==> src/rtl/sonar_scheduler.sv <==
// sonar_scheduler: round-robin trigger/capture scheduler for HC-SR04 driver channels with watchdog, settle gap and result bank
module sonar_scheduler #(
  parameter int freq = 50_000_000,
  parameter int N_SENSORS = 4,
  parameter int GAP_CYCLES = freq / 16,
  parameter int TIMEOUT_CYCLES = 2 * freq,
  localparam int ID_W = $clog2(N_SENSORS)
) (
  input  logic                   clk,
  input  logic                   rst_n,
  input  logic                   enable,
  input  logic [N_SENSORS-1:0]   sensor_mask,
  output logic [N_SENSORS-1:0]   measure,
  input  logic [N_SENSORS-1:0]   ready,
  input  logic [8*N_SENSORS-1:0] distance_in,
  output logic                   busy,
  output logic [ID_W-1:0]        cur_id,
  output logic                   result_valid,
  output logic [ID_W-1:0]        result_id,
  output logic [7:0]             result_dist,
  output logic                   result_timeout,
  output logic [8*N_SENSORS-1:0] dist_all
);
  localparam int WD_W = $clog2(TIMEOUT_CYCLES + 1);
  localparam int GAP_W = $clog2(GAP_CYCLES + 1);
  typedef enum logic [2:0] {IDLE, TRIGGER, ARM, WAIT_READY, CAPTURE, GAP} state_t;
  state_t state, state_nx;
  logic [ID_W-1:0] ptr, sel;
  logic [WD_W-1:0] wd;
  logic [GAP_W-1:0] gap;
  logic go, rdy, wd_done, timed_out;
  logic [7:0] cap_dist;
  assign go = enable && |sensor_mask;
  assign rdy = ready[ptr];
  assign wd_done = wd == '0;
  assign cap_dist = timed_out ? 8'hFF : distance_in[8*int'(ptr) +: 8];
  always_comb begin
    sel = ptr;
    for (int i = N_SENSORS; i >= 1; i--)
      if (sensor_mask[(int'(ptr) + i) % N_SENSORS]) sel = ID_W'((int'(ptr) + i) % N_SENSORS);
  end
  always_comb begin
    state_nx = state;
    timed_out = 1'b0;
    case (state)
      IDLE: state_nx = go ? TRIGGER : IDLE;
      TRIGGER: state_nx = ARM;
      ARM: begin
        timed_out = wd_done;
        state_nx = wd_done ? CAPTURE : rdy ? ARM : WAIT_READY;
      end
      WAIT_READY: begin
        timed_out = wd_done && !rdy;
        state_nx = (rdy || wd_done) ? CAPTURE : WAIT_READY;
      end
      CAPTURE: state_nx = GAP;
      GAP: state_nx = gap != '0 ? GAP : go ? TRIGGER : IDLE;
      default: state_nx = IDLE;
    endcase
  end
  always_ff @(posedge clk or negedge rst_n)
    if (!rst_n) begin
      state <= IDLE;
      ptr <= ID_W'(N_SENSORS - 1);
      wd <= '0;
      gap <= '0;
      measure <= '0;
      busy <= 1'b0;
      cur_id <= '0;
      result_valid <= 1'b0;
      result_id <= '0;
      result_dist <= '0;
      result_timeout <= 1'b0;
      dist_all <= '0;
    end else begin
      state <= state_nx;
      busy <= state_nx != IDLE;
      measure <= state_nx == TRIGGER ? N_SENSORS'(1) << sel : '0;
      result_valid <= state_nx == CAPTURE;
      if (state_nx == TRIGGER) begin
        ptr <= sel;
        cur_id <= sel;
        wd <= WD_W'(TIMEOUT_CYCLES);
      end else if ((state == ARM || state == WAIT_READY) && !wd_done) wd <= wd - 1'b1;
      if (state == CAPTURE) gap <= GAP_W'(GAP_CYCLES - 1);
      else if (gap != '0) gap <= gap - 1'b1;
      if (state_nx == CAPTURE) begin
        result_id <= ptr;
        result_dist <= cap_dist;
        result_timeout <= timed_out;
        dist_all[8*int'(ptr) +: 8] <= cap_dist;
      end
    end
endmodule

==> config.mk <==
export PLATFORM = sky130hd
export DESIGN_NAME = sonar_scheduler
export DESIGN_NICKNAME = d
export VERILOG_FILES = /design/src/rtl/sonar_scheduler.sv
export SDC_FILE = /design/constraint.sdc
export NUM_CORES = 1
export LEC_CHECK = 0
export BUFFER_PORTS_ARGS = -buffer_cell sky130_fd_sc_hd__clkbuf_2
export CAP_MARGIN = 20
export CORE_MARGIN = 2
export CORE_UTILIZATION = 58
export CTS_BUF_LIST = sky130_fd_sc_hd__clkbuf_2 sky130_fd_sc_hd__clkbuf_4 sky130_fd_sc_hd__clkbuf_8
export DETAILED_ROUTE_END_ITERATION = 8
export MAX_ROUTING_LAYER = met4
export PLACE_DENSITY_LB_ADDON = 0.08
export SYNTH_ARGS = -nofsm -noshare
export SYNTH_HDL_FRONTEND = slang
export SYNTH_SLANG_ARGS = --single-unit
export TNS_END_PERCENT = 1
==> constraint.sdc <==
create_clock -name clk -period 3.6 [get_ports clk]
set_input_delay 0.18 -clock clk [delete_from_list [all_inputs] [get_ports clk]]
set_output_delay 0.18 -clock clk [all_outputs]
set_load 0.02 [all_outputs]
# == Word-level counts from Yosys, hierarchy flattened ==
# Index checks and enable logic that the tools add are counted.
# totals
ff_bits,105
# classes
shifts,4
mux,32
n_reduce_logical,18
bitwise,4
eq_ne,7
addsub,7
magnitude_cmp,5
# ops
op,n
$mux 27,2
$mux 22,2
$neg 5->33,1
$shift 8x33->32 const A,1
$shiftx 8x33->32,1
$bwmux 32,1
$shiftx 32x6->8,1
$logic_not 27->1,1
$sub 27x1->27 const B,1
$reduce_bool 22->1,1
$sub 22x1->22 const B,1
$pmux 3 s6,1
$lt 3x4->1 const B,4
$mux 1,11
$bmux 1 s2,5
$eq 3x3->1 const B,3
$mux 3,3
$mux 2,4
$mux 8,1
$reduce_or 2->1,4
$eq 3x1->1 const B,2
$eq 3x2->1 const B,2
$add 2x1->2 const B,2
$add 2x2->2 const B,2
12 further kinds,20

# == Depth between registers and ports, before layout ==
# Gate-level depths: netlist (run 1).
# logic_depth
ltp_word,12
ltp_mapped,10

# == Worst setup path before layout (run 1) ==
# Ideal clock, no wire load.
# synth_timing
path_type,flip-flop to flip-flop
startpoint,register ptr[0]
endpoint,register dist_all[16]
required_ns,3.520
period_less_slack_ns,2.640
arrival_ns,2.560
path_stages_with_launch,8
slack_ns,0.960
cell_sequence,dfstp_2 > buf_1 > inv_1 > ha_1 > inv_1 > a2111oi_0 > nand3_1 > o2bb2ai_1
# synth_between
elab_chain_cells,8
elab_cells_between_ends,17
cone_classes,add/sub: 1; eq/ne: 1; shift: 3; mux: 9; reduce/logical: 3
# synth_rtl
element,line,text
"start, declared",28,"logic [ID_W-1:0] ptr, sel;"
"start signal, assigned",64,ptr <= ID_W'(N_SENSORS - 1);
"start signal, assigned",81,ptr <= sel;
$bmux 1 s2,34,assign rdy = ready[ptr];
$mux 1 (implied by the code),34,
$logic_not 1->1,53,timed_out = wd_done && !rdy;
$logic_and 1x1->1,53,
$pmux 1 s2,45,case (state)
$mux 8,36,assign cap_dist = timed_out ? 8'hFF : distance_in[8*int'(ptr) +: 8];
$shiftx 8x33->32,91,dist_all[8*int'(ptr) +: 8] <= cap_dist;
$bwmux 32,91,
"end signal, assigned by index",91,
"end, declared",22,output logic [8*N_SENSORS-1:0] dist_all
# Parallel ways exist; a longest one is shown, timed or not. The select of a mux whose other input is x is not followed.
# A chain may end at the register's enable or synchronous reset.

# == Final worst setup path (run 1) ==
# layout_timing
startpoint,register wd[12]
endpoint,register dist_all[18]
# layout_between
elab_chain_cells,6
elab_cells_between_ends,11
cone_classes,eq/ne: 1; shift: 1; mux: 6; reduce/logical: 3
# layout_rtl
element,line,text
"start, declared",29,logic [WD_W-1:0] wd;
"start signal, assigned",83,wd <= WD_W'(TIMEOUT_CYCLES);
"start signal, assigned",84,end else if ((state == ARM || state == WAIT_READY) && !wd_done) wd <= wd - 1'b1;
$logic_not 27->1 *,35,assign wd_done = wd == '0;
$logic_and 1x1->1,53,
$pmux 1 s2,45,
$mux 8,36,
$shiftx 8x33->32,91,
$bwmux 32,91,
# Every way passes the cells marked *; elsewhere a longest branch is shown, timed or not.

==> impl_metrics.yaml, run 1 <==
floorplanning:
  core_mm2: 0.008299
  die_w_um: 97.02
  die-area_mm2: 0.009413
  pin_count: 94
  row_count: 33
  initial_core_util_pct: 60.47
  die_h_um: 97.02
global_route:
  antenna_found_initial: 0
  grt_max_degree: 65
  grt_pass1_wl_mm: 19.56
  grt_overflow_total: 0
  grt_pass1_vias: 4017
  grt_use_total_pct: 26.09
run_status:
  outcome: "complete, no violations"
final_layout:
  fillers: 638
  fin_nets: 619
  drive_gt1_share_pct: 24.08
  syn2layout_area_growth_pct: 16.38
  antenna_cells: 0
timing:
  slew_violations: 0
  tightestPinTransition_ns: 0.8248
  finClkSkew_ns: 0.01114
  finalSetupTns_ns: 0
  final.min_clock_period_ns: 3.007
  setup_slack_ns: 0.5931
  rsz0062_at_grt: "no"
  maxSlewHeadroom_pct: 44.54
  finalHoldViolCount: 0
  fin_crit_sh_pct: 83.52
  setup_viol_count_final: 0
  clock.fmax_mhz: 332.6
critical_path:
  startpoint: "wd[12]"
  end_kind: "flip-flop"
  worst-path-max-fanout: 8
  cp_slowest_cell: "a2111oi_0"
  start_kind: "flip-flop"
  worstPathRequired_ns: 3.89
  critical_path.top_delay_family: "simple AND/OR/NAND/NOR gates"
  arrival_ns: 3.30
  critPathMostFrequentCell: "nand3_1"
  cpPeakStageDelay_ns: 0.64
  crit_buf_inv: 0
  crit_chain: "nor4_1 -> and4b_1 -> nand3_1 -> a2111oi_0 -> nand3_1 -> o2bb2ai_1"
  path_class: "flip-flop to flip-flop"
  r2r-start: "wd[12]"
clocking:
  cts_buffers: 9
  clock_sinks: 105
  clock-root-buffer: "clkbuf_8"
  clkTransAtPathRegs_ns: 0.10
  cts_resized: 0
  cts.hold.buffers_added: 1
  post_cts_buffers: 0
  insertion_delay_ns: 0.36
  cts_tree: "yes"
  cts_buffer_depth: 2
  cts_max_level: 3
route:
  wl_mm: 11.48
  ant_nets: 0
  dr.first_iter.drc_count: 153
  drtPass1Iterations: 6
  via_per_inst: 5.883
  wire_per_inst_um: 16.94
  vias: 3989
  drc: 0
placement:
  dpl_worst_slack_ns: 0.6223
  port-buffer-count: 93
  hpwl_mm: 8.127
  place_congestion: 0.8513
yosys:
  synth_area_mm2: 0.005019
  synth.area.top_cells: "dfrtp_1, o2bb2ai_1, xnor2_1"
  yosysTopAreaCell: "dfrtp_1"
  netlist.area_leader.share_pct: 51.36
  avgSynthCellArea_um2: 10.70
  yosysUniqueCellTypes: 54
  synthArstFlopShare_pct: 100.0
  syn_inst: 469
  yosys_warnings: 0
  ys_seq_area_share_pct: 52.41
  yosys_most_used_dff: "dfrtp_1"
  syn_nets: 520
  synth-seq-cells: 105
  synth_edf_count: 0
min_path:
  min_path_type: "input port to flip-flop"
  hp-start: "sensor_mask[2]"
power:
  vdd_drop_max_uv: 437.7
  p_leak_nw: 2.514
  power_density_mw_per_mm2: 808.6
flow_run:
  drv_cap: 0
==> path summary, 6_finish.rpt <==
kind / endpoint / slack, ns / cells past startpoint
min reg2reg: dist_all[2] / 0.49 / 1
min in group asynchronous: gap[18] / 0.45 / 2
max reg2reg: dist_all[18] / 0.59 / 6
min: measure[3] / 0.36 / 4
max in group asynchronous: wd[2] / 2.34 / 3
max: dist_all[18] / 0.59 / 6
==> metal layers <==
metal | GRT usage (%) | routed length [um] | vias to the layer above
met5 | - | 0 | -
met4 | 6.392 | 161 | 0
met3 | 5.347 | 554 | 16
met2 | 39.96 | 5501 | 115
met1 | 36.31 | 5264 | 1955
li1 | - | - | 1903
==> registers in the layout (all words and copies together) (netlist names), 2 cells and up <==
signal and count:
ptr 2, dist_all 32, wd 27, cur_id 2, measure 4, result_dist 8
result_id 2, gap 22, state 3
==> logic make-up (layout without fill, tap and decap cells) <==
group                      after synthesis  count (layout)  share of synthesized area [%]
adders and majority gates                8               8                          1.995
buffers and inverters                   25             129                          1.994
and+or+nand+nor                        193             193                          19.57
AOI/OAI and AO/OA                       89              89                          12.91
xor gates and xnor gates                38              38                          6.632
DFF                                    105             105                          52.41
muxes                                   11              11                          4.488
==> cell type report <==
class / count / area, um^2 / share of cell area (%)
flip-flops and latches: 105 / 2630 / 45.03
repair buffers: 102 / 538.0 / 9.212
multi-input cells: 339 / 2288 / 39.18
well taps: 105 / 131.4 / 2.249
clock inverters: 6 / 73.82 / 1.264
inverters: 11 / 41.29 / 0.7069
clock buffers: 10 / 137.6 / 2.356
==> worst reg2reg max path: cells and delay by family (launching register included) <==
family,cells,cell delay (ns)
compound gates,2,0.89
simple gates,4,1.61
flops,1,0.44
==> where the power goes <==
group	leakage, nW	switching (mW)	internal [mW]
clock network	0.101	0.414	0.349
logic	1.14	1.16	0.785
registers	1.28	0.407	1.60
total	2.51	1.99	2.74
==> cells in the mapped netlist, types with 3 or more instances <==
master	count
nor2_1	56
xnor2_1	25
nand3_1	17
o21bai_1	4
xor2_1	13
nor3b_1	3
nand4_1	5
mux4_2	9
nor2b_1	3
buf_2	4
nor3_1	17
ha_1	8
nand2b_1	7
or3_1	11
nand2_1	41
o21ai_0	12
a31oi_1	4
a21oi_1	14
dfrtp_1	103
nor4_1	13
inv_1	11
o211ai_1	3
o2bb2ai_1	32
clkbuf_1	8
o31ai_1	5
or4_1	4
==> cells in the final DEF (no fill, tap or decap), types with 3 or more instances in the layout <==
| master | netlist | routed |
|---|---|---|
| xor2_1 | 13 | 13 |
| nor4_1 | 13 | 13 |
| a31oi_1 | 4 | 4 |
| o21bai_1 | 4 | 4 |
| ha_1 | 8 | 8 |
| nor3b_1 | 3 | 3 |
| clkbuf_2 | 1 | 92 |
| clkbuf_8 | 0 | 10 |
| nor2_1 | 56 | 56 |
| nor3_1 | 17 | 17 |
| a21oi_1 | 14 | 14 |
| nand4_1 | 5 | 5 |
| inv_1 | 11 | 11 |
| buf_4 | 0 | 9 |
| nand2_1 | 41 | 41 |
| o21ai_0 | 12 | 12 |
| mux4_2 | 9 | 9 |
| o31ai_1 | 5 | 5 |
| or4_1 | 4 | 4 |
| nand3_1 | 17 | 17 |
| o211ai_1 | 3 | 3 |
| nor2b_1 | 3 | 3 |
| or3_1 | 11 | 11 |
| xnor2_1 | 25 | 25 |
| nand2b_1 | 7 | 7 |
| o2bb2ai_1 | 32 | 32 |
| dfrtp_1 | 103 | 103 |
==> metrics by stage <==
step / hold WS, ns / area [um^2] / total power, mW / instances / util, %
CTS: 0.3302 / 5841 / 4.740 / 678 / 70.38
finish: 0.3592 / 5841 / 4.723 / 678 / 70.38
global route: 0.3786 / 5841 / 5.060 / 678 / 70.38
global placement: 0.3080 / 5619 / 3.913 / 661 / 67.71
detailed placement: 0.3236 / 5619 / 3.965 / 661 / 67.71
floorplan: -0.1156 / 5019 / 3.337 / 469 / -
No activity file was read; power rests on OpenSTA's default activity.
==> run 2, diff against run 1 <==
==> constraint.sdc (replaced) <==
create_clock -name clk -period 3.1 [get_ports clk]
set_input_delay 0.155 -clock clk [delete_from_list [all_inputs] [get_ports clk]]
set_output_delay 0.155 -clock clk [all_outputs]
set_load 0.02 [all_outputs]
==> run 2 against run 1 <==
Effect of this change:
- register-to-register slack lost 0.38 ns
- sequential cell count stayed put
- total power up 18%
- wire length up 0.55%
==> impl_metrics.yaml, run 2 (same netlist as run 1, synthesis figures left out) <==
route:
  via_per_inst: 5.887
  dr.first_iter.drc_count: 196
  ant_nets: 0
  drtPass1Iterations: 4
  vias: 4027
  wire_per_inst_um: 16.88
  wl_mm: 11.55
  drc: 0
timing:
  finClkSkew_ns: 0.01369
  setup_viol_count_final: 0
  rsz0062_at_grt: "yes"
  tightestPinTransition_ns: 0.8300
  finalHoldViolCount: 0
  clock.fmax_mhz: 346.8
  fin_crit_sh_pct: 93.01
  final.min_clock_period_ns: 2.883
  slew_violations: 0
  hold_ws_ns: 0.3364
  maxSlewHeadroom_pct: 44.67
clocking:
  cts_buffer_depth: 2
  clock_sinks: 105
  clkTransAtPathRegs_ns: 0.11
  insertion_delay_ns: 0.36
  cts_max_level: 3
  clock-root-buffer: "clkbuf_8"
  cts_tree: "yes"
  cts_buffers: 9
final_layout:
  finalNonFillerCells: 684
  final_cell_area_mm2: 0.005904
  utilization_pct: 71.14
  largest_register_ffs: 32
  drive_gt1_share_pct: 25.04
  mostFrequentLayoutCells: "dfrtp_1, clkbuf_2, nor2_1"
  final_common_cell: "dfrtp_1"
  top_regs: "dist_all x32, wd x27, gap x22"
  antenna_cells: 0
  top_register: "dist_all"
  fin_nets: 625
  syn2layout_area_growth_pct: 17.65
critical_path:
  cp.depth: 6
  cp_slowest_cell: "dfstp_2"
  cpPeakStageDelay_ns: 0.81
  end_kind: "flip-flop"
  crit_chain: "inv_1 -> ha_1 -> inv_1 -> a2111oi_1 -> nand3_1 -> o2bb2ai_1"
  worst-path-max-fanout: 20
  start_kind: "flip-flop"
  crit_buf_inv: 2
  critical_path.top_delay_family: "compound AO/OA/AOI/OAI gates"
  path_class: "flip-flop to flip-flop"
  critPathMostFrequentCell: "inv_1"
  rr_worst_depth: 6
  arrival_ns: 3.17
  worstPathRequired_ns: 3.39
power:
  vdd_drop_max_uv: 558.6
  power_density_mw_per_mm2: 943.3
  p_leak_nw: 2.548
placement:
  place_congestion: 0.8887
  port-buffer-count: 93
  post_dp_cell_area_mm2: 0.005677
  dp.cells: 667
  hpwl_mm: 8.228
flow_run:
  drv_cap: 0
global_route:
  grt_use_total_pct: 25.47
  antenna_found_initial: 0
  grt_pass1_vias: 3877
  grt_pass1_wl_mm: 19.02
  grt_max_degree: 66
  grt_overflow_total: 0
min_path:
  min_path_type: "input port to flip-flop"
  hold-path-cell-count: 4
floorplanning:
  pin_count: 94
  initial_core_util_pct: 60.47
  row_count: 33
  die_w_um: 97.02
  die-area_mm2: 0.009413
  die_h_um: 97.02
  core_mm2: 0.008299
run_status:
  outcome: "complete, no violations"
==> run 2: changes by cell type in the layout (fill, tap and decap cells not counted), sizes merged <==
cell      previous run  this run
clkinvlp             2         1
clkbuf             102       101
buf                  9        15
clkinv               1         2
inv                 13        14
==> run 2: what timing repair did <==
item	4_1_cts	5_1_grt
setup endpoints to repair	0	32
buffers inserted	0	0
hold buffers	1	0
resized for setup	0	2
endpoints found under the hold margin	62	0
==> run 2: final timing paths <==
kind | startpoint | end | slack, ns
hold / removal | sensor_mask[2] | measure[3] | 0.34
max in group asynchronous | rst_n | dist_all[25] | 1.99
setup reg to reg | ptr[1] | dist_all[21] | 0.22
setup / recovery | ptr[1] | dist_all[21] | 0.22
min in group asynchronous | rst_n | gap[21] | 0.43
hold reg to reg | cur_id[0] | cur_id[0] | 0.50
==> run 2: report_power, final <==
| part | switching, mW | internal (mW) |
|---|---|---|
| clock | 0.494 | 0.391 |
| sequential | 0.431 | 1.86 |
| combinational | 1.43 | 0.959 |
==> run 2: per-stage QoR <==
stage / setup slack, ns / power (mW) / TNS (ns)
after floorplan: 0.4602 / 3.875 / 0
after global placement: 0.1582 / 4.621 / 0
after detailed placement: 0.1501 / 4.686 / 0
after CTS: 0.08290 / 5.591 / 0
after global routing: -0.0001688 / 5.950 / -0.0001688
final: 0.2168 / 5.570 / 0
==> run 2: area by class of cell <==
class	instances	area (um^2)
flip-flops and latches	105	2630
fillers	640	2395
multi-input cells	339	2296
repair buffers	108	595.6
well taps	105	131.4
clock buffers	9	123.9
clock inverters	7	86.33
inverters	11	41.29
==> run 2: metal layers <==
layer,GRT usage [%],vias up,wire length [um]
met2,39.32,128,5457
met3,4.480,21,517
li1,-,1923,-
met4,7.367,0,211
met1,35.10,1955,5359
met5,-,-,0
==> run 2: tightest hold or removal path: cells and delay by family <==
| kind | cells | cell delay, ns |
|---|---|---|
| compound gates | 1 | 0.11 |
| simple gates | 2 | 0.28 |
| buf+inv | 1 | 0.13 |
